<file path="config.mk">
export PLATFORM = sky130hd
export DESIGN_NAME = pe_result_serializer
export DESIGN_NICKNAME = d
export VERILOG_FILES = /design/src/rtl/pe_array_pkg.sv /design/src/rtl/pe_snapshot_bank.sv /design/src/rtl/pe_result_serializer.sv
export SDC_FILE = /design/constraint.sdc
export NUM_CORES = 1
export LEC_CHECK = 0
export CORE_ASPECT_RATIO = 1.75
export CORE_MARGIN = 5
export CORE_UTILIZATION = 54
export DETAILED_ROUTE_END_ITERATION = 10
export DONT_BUFFER_PORTS = 1
export PLACE_DENSITY = 0.74
export SLEW_MARGIN = 20
export SYNTH_ARGS = -nofsm -noshare
export SYNTH_HDL_FRONTEND = slang
export SYNTH_HIERARCHICAL = 1
export SYNTH_SLANG_ARGS = --single-unit
</file>
<file path="constraint.sdc">
create_clock -name clk -period 6.92 [get_ports clk]
set_input_delay 0.692 -clock clk [delete_from_list [all_inputs] [get_ports clk]]
set_output_delay 0.692 -clock clk [all_outputs]
set_load 0.01 [all_outputs]
</file>
<file path="src/rtl/pe_array_pkg.sv">
// Shared constants, FSM state type and final-beat helper for the PE result serializer.
// Build option: define SERIALIZER_CHECKSUM_EN to append an XOR checksum beat to each frame.
package pe_array_pkg;

    localparam int NUM_PE     = 25;
    localparam int DATA_WIDTH = 8;
    localparam int ADDR_WIDTH = 5;

    typedef enum logic {
        IDLE,
        STREAM
    } ser_state_t;

    // Index of the beat that carries out_last; the checksum beat follows word NUM_PE-1.
    function automatic logic [ADDR_WIDTH-1:0] final_beat_idx();
`ifdef SERIALIZER_CHECKSUM_EN
        return ADDR_WIDTH'(NUM_PE);
`else
        return ADDR_WIDTH'(NUM_PE - 1);
`endif
    endfunction

endpackage

</file>
<file path="src/rtl/pe_snapshot_bank.sv">
// Snapshot of all PE output words, captured together in one cycle and read back by index.
// Build option: SERIALIZER_CHECKSUM_EN makes index NUM_PE return the XOR of all words.
module pe_snapshot_bank
    import pe_array_pkg::*;
(
    input  logic                         clk,
    input  logic                         reset,
    input  logic                         capture,
    input  logic [NUM_PE*DATA_WIDTH-1:0] data_flat,
    input  logic [ADDR_WIDTH-1:0]        rd_idx,
    output logic [DATA_WIDTH-1:0]        rd_data
);

    logic [DATA_WIDTH-1:0] snap [NUM_PE];

    always_ff @(posedge clk or posedge reset) begin
        if (reset) begin
            for (int i = 0; i < NUM_PE; i++) begin
                snap[i] <= '0;
            end
        end else if (capture) begin
            for (int i = 0; i < NUM_PE; i++) begin
                snap[i] <= data_flat[i*DATA_WIDTH +: DATA_WIDTH];
            end
        end
    end

`ifdef SERIALIZER_CHECKSUM_EN
    logic [DATA_WIDTH-1:0] checksum;

    always_comb begin
        checksum = '0;
        for (int i = 0; i < NUM_PE; i++) begin
            checksum = checksum ^ snap[i];
        end
    end
`endif

    always_comb begin
        rd_data = '0;
        if (rd_idx < ADDR_WIDTH'(NUM_PE)) begin
            rd_data = snap[rd_idx];
        end
`ifdef SERIALIZER_CHECKSUM_EN
        else begin
            rd_data = checksum;
        end
`endif
    end

endmodule

</file>
<file path="src/rtl/pe_result_serializer.sv">
// Captures the 25 PE outputs on frame_done and streams them out over valid/ready with a last flag.
// Build option: SERIALIZER_CHECKSUM_EN adds a trailing XOR checksum beat that carries out_last.
module pe_result_serializer
    import pe_array_pkg::*;
(
    input  logic                         clk,
    input  logic                         reset,
    input  logic [NUM_PE*DATA_WIDTH-1:0] pe_data_flat,
    input  logic                         frame_done,
    output logic [DATA_WIDTH-1:0]        out_data,
    output logic                         out_valid,
    input  logic                         out_ready,
    output logic                         out_last,
    output logic                         busy,
    output logic                         overflow
);

    localparam logic [ADDR_WIDTH-1:0] LAST_IDX = final_beat_idx();

    ser_state_t            state, state_next;
    logic [ADDR_WIDTH-1:0] idx, idx_next;
    logic                  capture;
    logic                  drop;
    logic [DATA_WIDTH-1:0] rd_data;

    pe_snapshot_bank u_bank (
        .clk       (clk),
        .reset     (reset),
        .capture   (capture),
        .data_flat (pe_data_flat),
        .rd_idx    (idx),
        .rd_data   (rd_data)
    );

    always_ff @(posedge clk or posedge reset) begin
        if (reset) begin
            state    <= IDLE;
            idx      <= '0;
            overflow <= 1'b0;
        end else begin
            state <= state_next;
            idx   <= idx_next;
            if (drop) begin
                overflow <= 1'b1;
            end
        end
    end

    // A frame_done landing on the final-beat handshake chains straight into the next frame.
    always_comb begin
        state_next = state;
        idx_next   = idx;
        capture    = 1'b0;
        drop       = 1'b0;
        unique case (state)
            IDLE: begin
                if (frame_done) begin
                    capture    = 1'b1;
                    idx_next   = '0;
                    state_next = STREAM;
                end
            end
            STREAM: begin
                if (out_ready && idx == LAST_IDX) begin
                    idx_next = '0;
                    if (frame_done) begin
                        capture = 1'b1;
                    end else begin
                        state_next = IDLE;
                    end
                end else begin
                    if (out_ready) begin
                        idx_next = idx + 1'b1;
                    end
                    if (frame_done) begin
                        drop = 1'b1;
                    end
                end
            end
            default: begin
                state_next = IDLE;
                idx_next   = '0;
            end
        endcase
    end

    assign out_valid = (state == STREAM);
    assign busy      = (state == STREAM);
    assign out_last  = (state == STREAM) && (idx == LAST_IDX);
    assign out_data  = (state == STREAM) ? rd_data : '0;

endmodule

</file>
==> metrics.md <==
| Metric | Value |
|---|---|
| Status | completed |
| CTS Buf Count | 20 |
| GP Congestion | 0.8513 |
| Initial antenna violation count | 8 |
| Drt via density | 6.074 |
| Starting density of the core | 54.99% |
| Detail Placement HPWL | approximately 16,000 µm |
| Port bufs | 0 |
| Max Root-Sink Buffers | 3 |
| Initial drt markers | 296 |
| Post-CTS Resized | 0 |
| Later-pin clock latency in the skew report | approximately 0.49 ns |
| Clock Sinks | approximately 210 |
| Worst R2R Path Depth | 8 |
| Leakage | between 4 and 5 nW |
| Routed Antenna Nets | 0 |
| Register-to-register setup slack | 3.29 ns |
| Cell Chain, Critical Path | nor3_1 > a22oi_1 > and3_1 > a211oi_2 > and2_1 |
| Final critical-path share of the clock period | between 50% and 60% |
| Seq. cell area | between 0.005 and 0.006 mm² |
| Endpoint class of the critical path | primary output |
| Die X | ~110 µm |
| Slew @ Worst Pin | 1.036 ns |
| Placeable Area | ~0.017 mm² |
| WL per Instance | between 20 and 30 µm |
| Final Max Tran Viols | 0 |
| CTS Root Cell | clkbuf_16 |
| Post-Syn Area | ~0.0096 mm² |
| Post-layout min period | 3.825 ns |
| CP Launch Type | flip-flop |
| Power Total | 4.981 mW |
| Htree depth | 1 |
| WP data required | 6.23 ns |
| RSZ-0062 raised after global routing | false |
| Die Span Y | ~190 µm |
| Final setup viols | 0 |
| # fillers | roughly 1,400 |
| Post-route DRC | 0 |
| Synth warn | 6 |
| Most frequent cells in the layout | mux2_2, dfrtp_1, mux2i_1 |
| Max transition margin | a little under a third |
| Slowest cell on crit path | nor3_1 |
| Worst EP arrival | around 3.1 ns |
| Cell row count | 64 |
| Finished Cell Area | around 0.010 mm² |
| Top FF cell, synth | dfrtp_1 |
| Placed insts | 845 |
| Setup CP Type | reg -> out |
| Fin. Hold Viols | 0 |
| Post-CTS Setup Bufs | 0 |
| Syn Area/Cell | 14.70 µm² |
| Worst setup path start | idx[0] |
| Commonest non-fill, non-tap cell in the layout | mux2_2 |
| Fin util | approximately 60% |
| Area after DPL | around 0.0097 mm² |
| Cell Pwr Density | between 400 and 500 mW/mm² |
| TritonCTS clock tree | done |
| R2r startpoint | idx[0] |
| Largest net degree at the start of global routing | ~120 |
| Vias in the first global route | 6,045 |
| Netlist cell types | 40 |
| Crit-path max FO | 21 |
| Die ar. | about 0.021 mm² |
| Final worst slack | 3.095 ns |
| Post-Syn Nets | approximately 860 |
| Pre-CTS WS | approximately 3.3 ns |
| Detailed Route WL | between 20,000 and 25,000 µm |
| FFs w/ async S/R, synth | 100.0% |
| CTS Hold Bufs | 0 |
| Fin Clk Skew | about 0.013 ns |
| Max cap viols | 0 |
| Synthesized instance count | around 650 |
| Worst VDD drop | around 0.26 mV |
| GRT Residual Overflow | 0 |
| First drt pass iteration count | 4 |
| First-pass GRT wire length | between 30,000 and 40,000 µm |
| Via Count | ~5,400 |
| Layout cell share with drive strength beyond 1 | a little over two fifths |
| Footprint of the multi-input gates | between 0.004 and 0.005 mm² |
| Fin Setup TNS | 0 ns |
| I/O pin count | ~220 |
| HP Class | in -> async |
| Nets | ~840 |
| Area grow syn2layout | 8.903% |
| All-Layer GR Usage | roughly 22% |
| FF+latch count, synth | a little over 200 |
| Post-Layout Cell Count | between 800 and 900 |
| Fmax | 261.4 MHz |
| Post-synth EDFFs | 0 |
| Reg2reg end | u_bank/snap[29] |
| Register area share after synthesis | a little over half |
| Min Hold Slack | between 0.03 and 0.04 ns |
| Crit path largest cell delay | around 0.86 ns |
| Clock transition at path regs | roughly 0.06 ns |
[cells in the mapped netlist (5+ instances only)]
| cell | count | area [µm²] |
|---|---|---|
| dfrtp_1 | 207 | 5180 |
| buf_2 | 11 | 55.05 |
| mux4_1 | 14 | 367.9 |
| o22a_1 | 7 | 61.31 |
| clkbuf_1 | 30 | 112.6 |
| nand2_1 | 22 | 82.58 |
| inv_1 | 5 | 18.77 |
| a211oi_2 | 7 | 87.58 |
| and2_1 | 10 | 62.56 |
| a22oi_1 | 21 | 157.7 |
| mux2_2 | 215 | 2421 |
| nor2_1 | 12 | 45.04 |
| and3_1 | 7 | 43.79 |
| mux4_2 | 13 | 292.8 |
| a21oi_1 | 9 | 45.04 |
| mux2i_1 | 28 | 280.3 |
| nand3_1 | 6 | 30.03 |
[state kept, by name, indices dropped and copies added, names as in the netlist]
| name | count |
|---|---|
| overflow | 1 |
| idx | 5 |
| busy | 1 |
| u_bank/snap | 200 |
[routing by layer]
metal / track usage [%] / vias to the layer above / share of wire [%]
met3: 6.613 / 41 / 7.2
met5: 0 / - / 0.15
met4: 8.203 / 6 / 3.2
met2: 38.35 / 174 / 54
met1: 24.43 / 2769 / 35
li1: - / 2392 / -
[worst max-delay path by stage]
stage | depth (start not counted) | slack [ns] | end
6_report | 5 | 3.10 | out_data[4]
5_1_grt | 5 | 2.88 | out_data[4]
2_1_floorplan | 1 | 0.77 | u_bank/snap[0]
4_1_cts | 6 | 3.04 | out_data[4]
3_3_place_gp | 8 | 3.41 | u_bank/snap[57]
3_5_place_dp | 8 | 3.28 | u_bank/snap[29]
[report_power, final]
group	internal, mW	leakage, nW	switching (mW)
clock	0.689	0.332	0.454
combinational	0.971	1.49	0.673
sequential	1.79	2.52	0.404
[logic make-up (layout without fill, tap and decap cells)]
| kind of cell | Yosys count | in the layout | synth area share (%) |
|---|---|---|---|
| other | 0 | 6 | 0 |
| adders and majority gates | 2 | 2 | 0.2606 |
| muxes | 271 | 271 | 35.17 |
| buffers and inverters | 49 | 45 | 2.294 |
| DFF | 207 | 207 | 53.96 |
| AOI/OAI and AO/OA | 52 | 52 | 4.275 |
| and+or+nand+nor | 72 | 72 | 4.041 |
[worst max-delay path, delay by kind of cell, from the launching register on]
kind / cells / cell delay [ns]
compound gates: 2 / 0.54
flops: 1 / 0.74
simple gates: 3 / 1.37
[final cells by class]
class / instances / area share (%)
sequential: 207 / 49.59
multi-input combinational: 397 / 40.28
inverter: 5 / 0.2513
tap: 231 / 2.765
antenna: 6 / 0.1436
clock buffer: 27 / 5.434
timing repair buffer: 5 / 0.3950
clock inverter: 8 / 1.149
No activity file was read; power rests on OpenSTA's default activity.
